File: config.mk
export PLATFORM = sky130hd
export DESIGN_NAME = bcd_result_conv
export DESIGN_NICKNAME = d
export VERILOG_FILES = /design/src/rtl/bcd_result_conv_pkg.sv /design/src/rtl/bcd_result_conv_add3.sv /design/src/rtl/bcd_result_conv.sv
export SDC_FILE = /design/constraint.sdc
export NUM_CORES = 1
export LEC_CHECK = 0
export CAP_MARGIN = 20
export CORE_MARGIN = 4
export CORE_UTILIZATION = 25
export CTS_CLUSTER_SIZE = 10
export DETAILED_ROUTE_END_ITERATION = 10
export PLACE_DENSITY = 0.45
export SLEW_MARGIN = 20
export SYNTH_ARGS = -nofsm -noshare
export SYNTH_HDL_FRONTEND = slang
export SYNTH_SLANG_ARGS = --single-unit
File: constraint.sdc
create_clock -name clk -period 4.1 [get_ports clk]
set_clock_uncertainty 0.15 [all_clocks]
set_input_delay 0.82 -clock clk [delete_from_list [all_inputs] [get_ports clk]]
set_output_delay 0.82 -clock clk [all_outputs]
set_load 0.02 [all_outputs]
File: src/rtl/bcd_result_conv_pkg.sv
// Shared definitions for the binary-to-BCD result converter:
// FSM states, data widths, the conversion limit and the blank-mask helper.
package bcd_result_conv_pkg;

  typedef enum logic {
    IDLE  = 1'b0,
    SHIFT = 1'b1
  } state_t;

  localparam int unsigned BIN_W      = 14;
  localparam int unsigned BCD_W      = 16;
  localparam logic [13:0] MAX_VALUE  = 14'd9999;
  localparam int unsigned ITERATIONS = 14;

  // Display pattern used after reset and for an out-of-range value: a single "0".
  localparam logic [3:0]  BLANK_ZERO = 4'b1110;

  // Leading-zero blank mask; the units digit is never blanked so zero shows "0".
  function automatic logic [3:0] blank_mask(input logic [15:0] bcd);
    logic b3;
    logic b2;
    logic b1;
    b3 = (bcd[15:12] == 4'd0);
    b2 = b3 & (bcd[11:8] == 4'd0);
    b1 = b2 & (bcd[7:4] == 4'd0);
    return {b3, b2, b1, 1'b0};
  endfunction

endpackage

File: src/rtl/bcd_result_conv_add3.sv
// Double-dabble digit correction: a BCD digit of 5 or more gets +3 so that
// the following left shift carries correctly into the next decimal digit.
module bcd_add3 (
  input  logic [3:0] i_digit,
  output logic [3:0] o_digit
);

  // Conditional +3 correction of a single digit.
  always_comb begin
    o_digit = i_digit;
    if (i_digit >= 4'd5) begin
      o_digit = i_digit + 4'd3;
    end else begin
      o_digit = i_digit;
    end
  end

endmodule

File: src/rtl/bcd_result_conv.sv
// Sequential binary-to-BCD converter (double dabble, one iteration per clock)
// with leading-zero blanking and an out-of-range overflow indication.
module bcd_result_conv
  import bcd_result_conv_pkg::*;
(
  input  logic        clk,
  input  logic        rst,
  input  logic        start,
  input  logic [13:0] bin_in,
  output logic        busy,
  output logic        done,
  output logic [15:0] bcd_out,
  output logic [3:0]  blank,
  output logic        overflow
);

  localparam logic [3:0] LAST_ITER = 4'(ITERATIONS - 1);

  state_t             r_state;
  logic [BIN_W-1:0]   r_shift;
  logic [BCD_W-1:0]   r_scratch;
  logic [3:0]         r_count;
  logic               r_busy;
  logic               r_done;
  logic [BCD_W-1:0]   r_bcd;
  logic [3:0]         r_blank;
  logic               r_overflow;

  state_t             w_state;
  logic [BIN_W-1:0]   w_shift;
  logic [BCD_W-1:0]   w_scratch;
  logic [3:0]         w_count;
  logic               w_busy;
  logic               w_done;
  logic [BCD_W-1:0]   w_bcd;
  logic [3:0]         w_blank;
  logic               w_overflow;

  logic [BCD_W-1:0]         w_adj;
  logic [BCD_W+BIN_W-1:0]   w_cat;

  // One add-3 corrector per decimal digit of the scratch register.
  for (genvar g = 0; g < 4; g++) begin : g_add3
    bcd_add3 u_add3 (
      .i_digit (r_scratch[4*g+3:4*g]),
      .o_digit (w_adj[4*g+3:4*g])
    );
  end

  // One double-dabble step: corrected scratch and binary shifted left as one word.
  assign w_cat = {w_adj, r_shift} << 1;

  // Next-state and next-register logic for the IDLE/SHIFT controller.
  always_comb begin
    w_state    = r_state;
    w_shift    = r_shift;
    w_scratch  = r_scratch;
    w_count    = r_count;
    w_busy     = r_busy;
    w_done     = 1'b0;
    w_bcd      = r_bcd;
    w_blank    = r_blank;
    w_overflow = r_overflow;
    case (r_state)
      IDLE: begin
        w_busy = 1'b0;
        if (start) begin
          if (bin_in > MAX_VALUE) begin
            // Out of range: report immediately, no conversion is started.
            w_overflow = 1'b1;
            w_bcd      = 16'h0000;
            w_blank    = BLANK_ZERO;
            w_done     = 1'b1;
          end else begin
            w_shift   = bin_in;
            w_scratch = 16'h0000;
            w_count   = 4'd0;
            w_busy    = 1'b1;
            w_state   = SHIFT;
          end
        end else begin
          w_state = IDLE;
        end
      end
      SHIFT: begin
        w_shift   = w_cat[BIN_W-1:0];
        w_scratch = w_cat[BCD_W+BIN_W-1:BIN_W];
        w_count   = r_count + 4'd1;
        if (r_count == LAST_ITER) begin
          // Final iteration: publish the result and return to IDLE.
          w_bcd      = w_cat[BCD_W+BIN_W-1:BIN_W];
          w_blank    = blank_mask(w_cat[BCD_W+BIN_W-1:BIN_W]);
          w_overflow = 1'b0;
          w_done     = 1'b1;
          w_busy     = 1'b0;
          w_count    = 4'd0;
          w_state    = IDLE;
        end else begin
          w_state = SHIFT;
        end
      end
      default: begin
        w_state = IDLE;
        w_busy  = 1'b0;
      end
    endcase
  end

  // State and datapath registers; reset aborts any conversion in progress.
  always_ff @(posedge clk or negedge rst) begin
    if (!rst) begin
      r_state    <= IDLE;
      r_shift    <= 14'd0;
      r_scratch  <= 16'h0000;
      r_count    <= 4'd0;
      r_busy     <= 1'b0;
      r_done     <= 1'b0;
      r_bcd      <= 16'h0000;
      r_blank    <= BLANK_ZERO;
      r_overflow <= 1'b0;
    end else begin
      r_state    <= w_state;
      r_shift    <= w_shift;
      r_scratch  <= w_scratch;
      r_count    <= w_count;
      r_busy     <= w_busy;
      r_done     <= w_done;
      r_bcd      <= w_bcd;
      r_blank    <= w_blank;
      r_overflow <= w_overflow;
    end
  end

  assign busy     = r_busy;
  assign done     = r_done;
  assign bcd_out  = r_bcd;
  assign blank    = r_blank;
  assign overflow = r_overflow;

endmodule

==> flow_metrics.env <==
export IMPL_viasPerCell=4.51
export IMPL_postSynth_asyncResetShare_pct=100
export IMPL_timing_final_hold_violations=0
export IMPL_clk_insertion_delay_late_ns=0.33
export IMPL_gp_congestion=0.731
export IMPL_flow_area_growth_from_synthesis_pct=25.1
export IMPL_min_period_ns=2.73
export IMPL_netlist_area_sq_mm=0.00277
export IMPL_rr_startpoint="r_state"
export IMPL_cts_num_sinks=57
export IMPL_post_synth_cell_area_avg_sq_um=10.2
export IMPL_global_route_usage_total_pct=10.9
export IMPL_fmax_mhz=366
export IMPL_htreeDepth=3
export IMPL_drt_pass1_iterations=4
export IMPL_die_width_um=113
export IMPL_fp_dieH_um=113
export IMPL_tritoncts="done"
export IMPL_antenna_left=0
export IMPL_floorplan_rows=38
export IMPL_place_port_buffers=38
export IMPL_largest_net_degree_at_the_start_of_global_routing=32
export IMPL_hold_depth=2
export IMPL_synth_fp_nets=299
export IMPL_final_common_cell="sky130_fd_sc_hd__dfrtp_1"
export IMPL_worst_setup_path_start_kind="input port"
export IMPL_synth_top_area_share_pct=48.7
export IMPL_drt_wl_total_mm=6.38
export IMPL_synth_yosys_warnings=0
export IMPL_place_detailed_hpwl_mm=4.62
export IMPL_layout_cell_area_non_filler_sq_mm=0.00347
export IMPL_tightestPinTransition_ns=0.673
export IMPL_synth_area_leader_cell="sky130_fd_sc_hd__dfrtp_1"
export IMPL_yosysSeqAreaShare_pct=51.6
export IMPL_via_count_of_the_first_global_routing_pass=2136
export IMPL_combPwrFrac_pct=46.5
export IMPL_cp_slowest_stage_delay_ns=0.48
export IMPL_synth_cell_type_count=45
export IMPL_grt_setup_unrepaired="false"
export IMPL_wire_per_inst_um=13.9
export IMPL_hold_path_endpoint="blank[2]"
export IMPL_outcome="finished, final reports clean"
export IMPL_synth_top_flop_cell="sky130_fd_sc_hd__dfrtp_1"
export IMPL_grt_pass1_wl_mm=10.9
export IMPL_ff2ff_path_depth=5
export IMPL_antenna_found_initial=0
export IMPL_clockBufferDepth=2
export IMPL_wp_data_required_ns=4.17
export IMPL_net_switching_power_w=0.00110
export IMPL_p_clk_share_pct=16.3
export IMPL_total_leakage_power_nw=1.58
export IMPL_crit_type="input port to flop"
export IMPL_holdCritStartpoint="blank[2]"
export IMPL_netSwitchingFraction_pct=40.7
export IMPL_final_layout_size_suffix_gt1_share_pct=10.3
export IMPL_critical_path_reg2reg_endpoint="bcd_out[11]"
export IMPL_irDropWorstVdd_v=0.000219
export IMPL_most_common_layout_cells="sky130_fd_sc_hd__dfrtp_1 (54), sky130_fd_sc_hd__nand2_1 (47), sky130_fd_sc_hd__clkdlybuf4s50_1 (37), sky130_fd_sc_hd__o21ai_0 (28), sky130_fd_sc_hd__mux2i_1 (15)"
export IMPL_dr_total_vias=2073
export IMPL_total_core_area_sq_mm=0.0108
export IMPL_critical_path_max_fanout=16
export IMPL_postSynthCellCount=272
export IMPL_final_min_period_over_clock_period_pct=66.6
export IMPL_finish_net_count=342
export IMPL_postPlaceCellArea_sq_mm=0.00331
export IMPL_cellInternalPower_w=0.00160
export IMPL_crit_path_end_kind="flop"
export IMPL_final_setup_viol_count=0
export IMPL_power_per_cell_area_mw_per_mm2=779
export IMPL_crit_arrival_ns=2.80
export IMPL_rrSetupSlack_ns=1.72
export IMPL_drt_iter0_drc=57
export IMPL_ctsHoldBuffers=0
export IMPL_synth_enable_flop_cells=0
export IMPL_worst_path_buf_inv=2
export IMPL_top_level_ports=40
export IMPL_max_cap_viol_count=0
export IMPL_report_power_total_w=0.00270
export IMPL_drc=0
export IMPL_post_cts_resized_instances=0
export IMPL_antenna_cells_inserted=0
export IMPL_die_area_sq_mm=0.0128
export IMPL_globalRoute_totalOverflow=0
export IMPL_slew_limit_headroom_pct=55.2
export IMPL_worstHoldPathType="flop to flop"
export IMPL_cts_buffers=9
export IMPL_setup_total_negative_slack_ns=0
export IMPL_post_cts_buffers=0
export IMPL_worst_path_slowest_cell="sky130_fd_sc_hd__a31oi_4"
export IMPL_fillers=1149
export IMPL_critPathTopFamily="buffers and inverters"
export IMPL_final_count_of_pins_violating_max_slew=0
export IMPL_flip_flop_and_latch_count_after_synthesis=57
export IMPL_clkSlewWorstSetupHoldPaths_ns=0.07
export IMPL_seq_power_share_pct=37.2
export IMPL_yosys_top_cells_area="sky130_fd_sc_hd__dfrtp_1 (49%), sky130_fd_sc_hd__nand2_1 (6.4%), sky130_fd_sc_hd__mux2i_1 (5.4%)"
export IMPL_postLayoutCoreUtil_pct=32.0
export IMPL_effective_utilization_at_floorplan_pct=25.6
export IMPL_timing_critical_path_cells="clkdlybuf4s50_1, nor4_2, o21ai_2, a31oi_4, buf_4, mux2_2"
export IMPL_cts_root_buffer_cell="sky130_fd_sc_hd__clkbuf_8"
[flip-flops by register name (all words and copies together), names as in the netlist]
signal	flops
r_shift	14
blank	3
bcd_out	16
r_scratch	16
done	1
r_count	4
r_state	1
busy	1
overflow	1
[worst register-to-register path: stages (launching register included)]
cell	delay [ns]
sky130_fd_sc_hd__dfrtp_1	0.55
sky130_fd_sc_hd__buf_4	0.36
sky130_fd_sc_hd__nor2_1	0.17
sky130_fd_sc_hd__a31oi_4	0.46
sky130_fd_sc_hd__buf_4	0.25
sky130_fd_sc_hd__mux2_2	0.33
[Yosys cell counts, types with 5 or more instances]
library cell               number
sky130_fd_sc_hd__nor3b_1        5
sky130_fd_sc_hd__a21oi_1        9
sky130_fd_sc_hd__a21o_1         9
sky130_fd_sc_hd__nand2_1       47
sky130_fd_sc_hd__clkbuf_1       6
sky130_fd_sc_hd__ha_1          10
sky130_fd_sc_hd__dfrtp_1       54
sky130_fd_sc_hd__o21ai_0       28
sky130_fd_sc_hd__mux2i_1       15
sky130_fd_sc_hd__nand3_1        6
sky130_fd_sc_hd__inv_1         14
sky130_fd_sc_hd__nor2_1         9
[cell families (layout without fill, tap and decap cells)]
kind of cell	count (synthesis)	after routing	synth area share [%]
simple gates	81	81	13.5
compound gates	70	70	16.6
flops	57	57	51.6
buf+inv	26	74	3.88
mux	22	22	8.26
fa+ha+maj	10	10	4.51
xor+xnor	5	5	1.58
other cells	1	1	0.135
[routing by layer]
metal	routed length, um	global-route usage (%)	part of all wire (%)	vias to the layer above
li1	-	-	-	1031
met1	3070	14.2	48	977
met2	2860	16.9	45	61
met3	402	4.12	6.3	4
met4	53	3.13	0.83	0
met5	0	0	0	-
[stage by stage]
step | worst slack (ns) | hold slack (ns) | instances
6_report | 1.37 | 0.319 | 460
5_1_grt | 1.20 | 0.340 | 460
4_1_cts | 1.37 | 0.324 | 460
3_5_place_dp | 1.01 | 0.313 | 444
3_3_place_gp | 1.02 | 0.320 | 444
2_1_floorplan | 1.90 | 0.292 | 272
[how the worst max path moves through the flow]
stage / startpoint / end / slack (ns) / depth (start not counted)
final: bin_in[6] / bcd_out[11] / 1.37 / 6
after global placement: bin_in[6] / bcd_out[11] / 1.02 / 6
after detailed placement: bin_in[6] / bcd_out[11] / 1.01 / 6
after CTS: bin_in[6] / bcd_out[11] / 1.37 / 6
after floorplan: bin_in[6] / bcd_out[10] / 1.90 / 5
after global routing: bin_in[6] / bcd_out[11] / 1.20 / 6
[cell type report]
type                       count  area, sq um  area share [%]
timing repair buffer          42          405            11.7
sequential                    57         1430            41.2
inverter                      16         60.1            1.73
clock inverter                 6         35.0            1.01
tap                          140          175            5.05
clock buffer                  10          128            3.68
multi-input combinational    189         1230            35.6
[power groups by stage]
stage | registers (W) | logic, W | clock network (W)
finish | 0.00101 | 0.00126 | 0.000439
global route | 0.00104 | 0.00143 | 0.000491
CTS | 0.00101 | 0.00128 | 0.000459
detailed placement | 0.00102 | 0.00128 | 0
global placement | 0.00102 | 0.00127 | 0
floorplan | 0.00109 | 0.000746 | 0
Power figures use the tool's default switching activity.
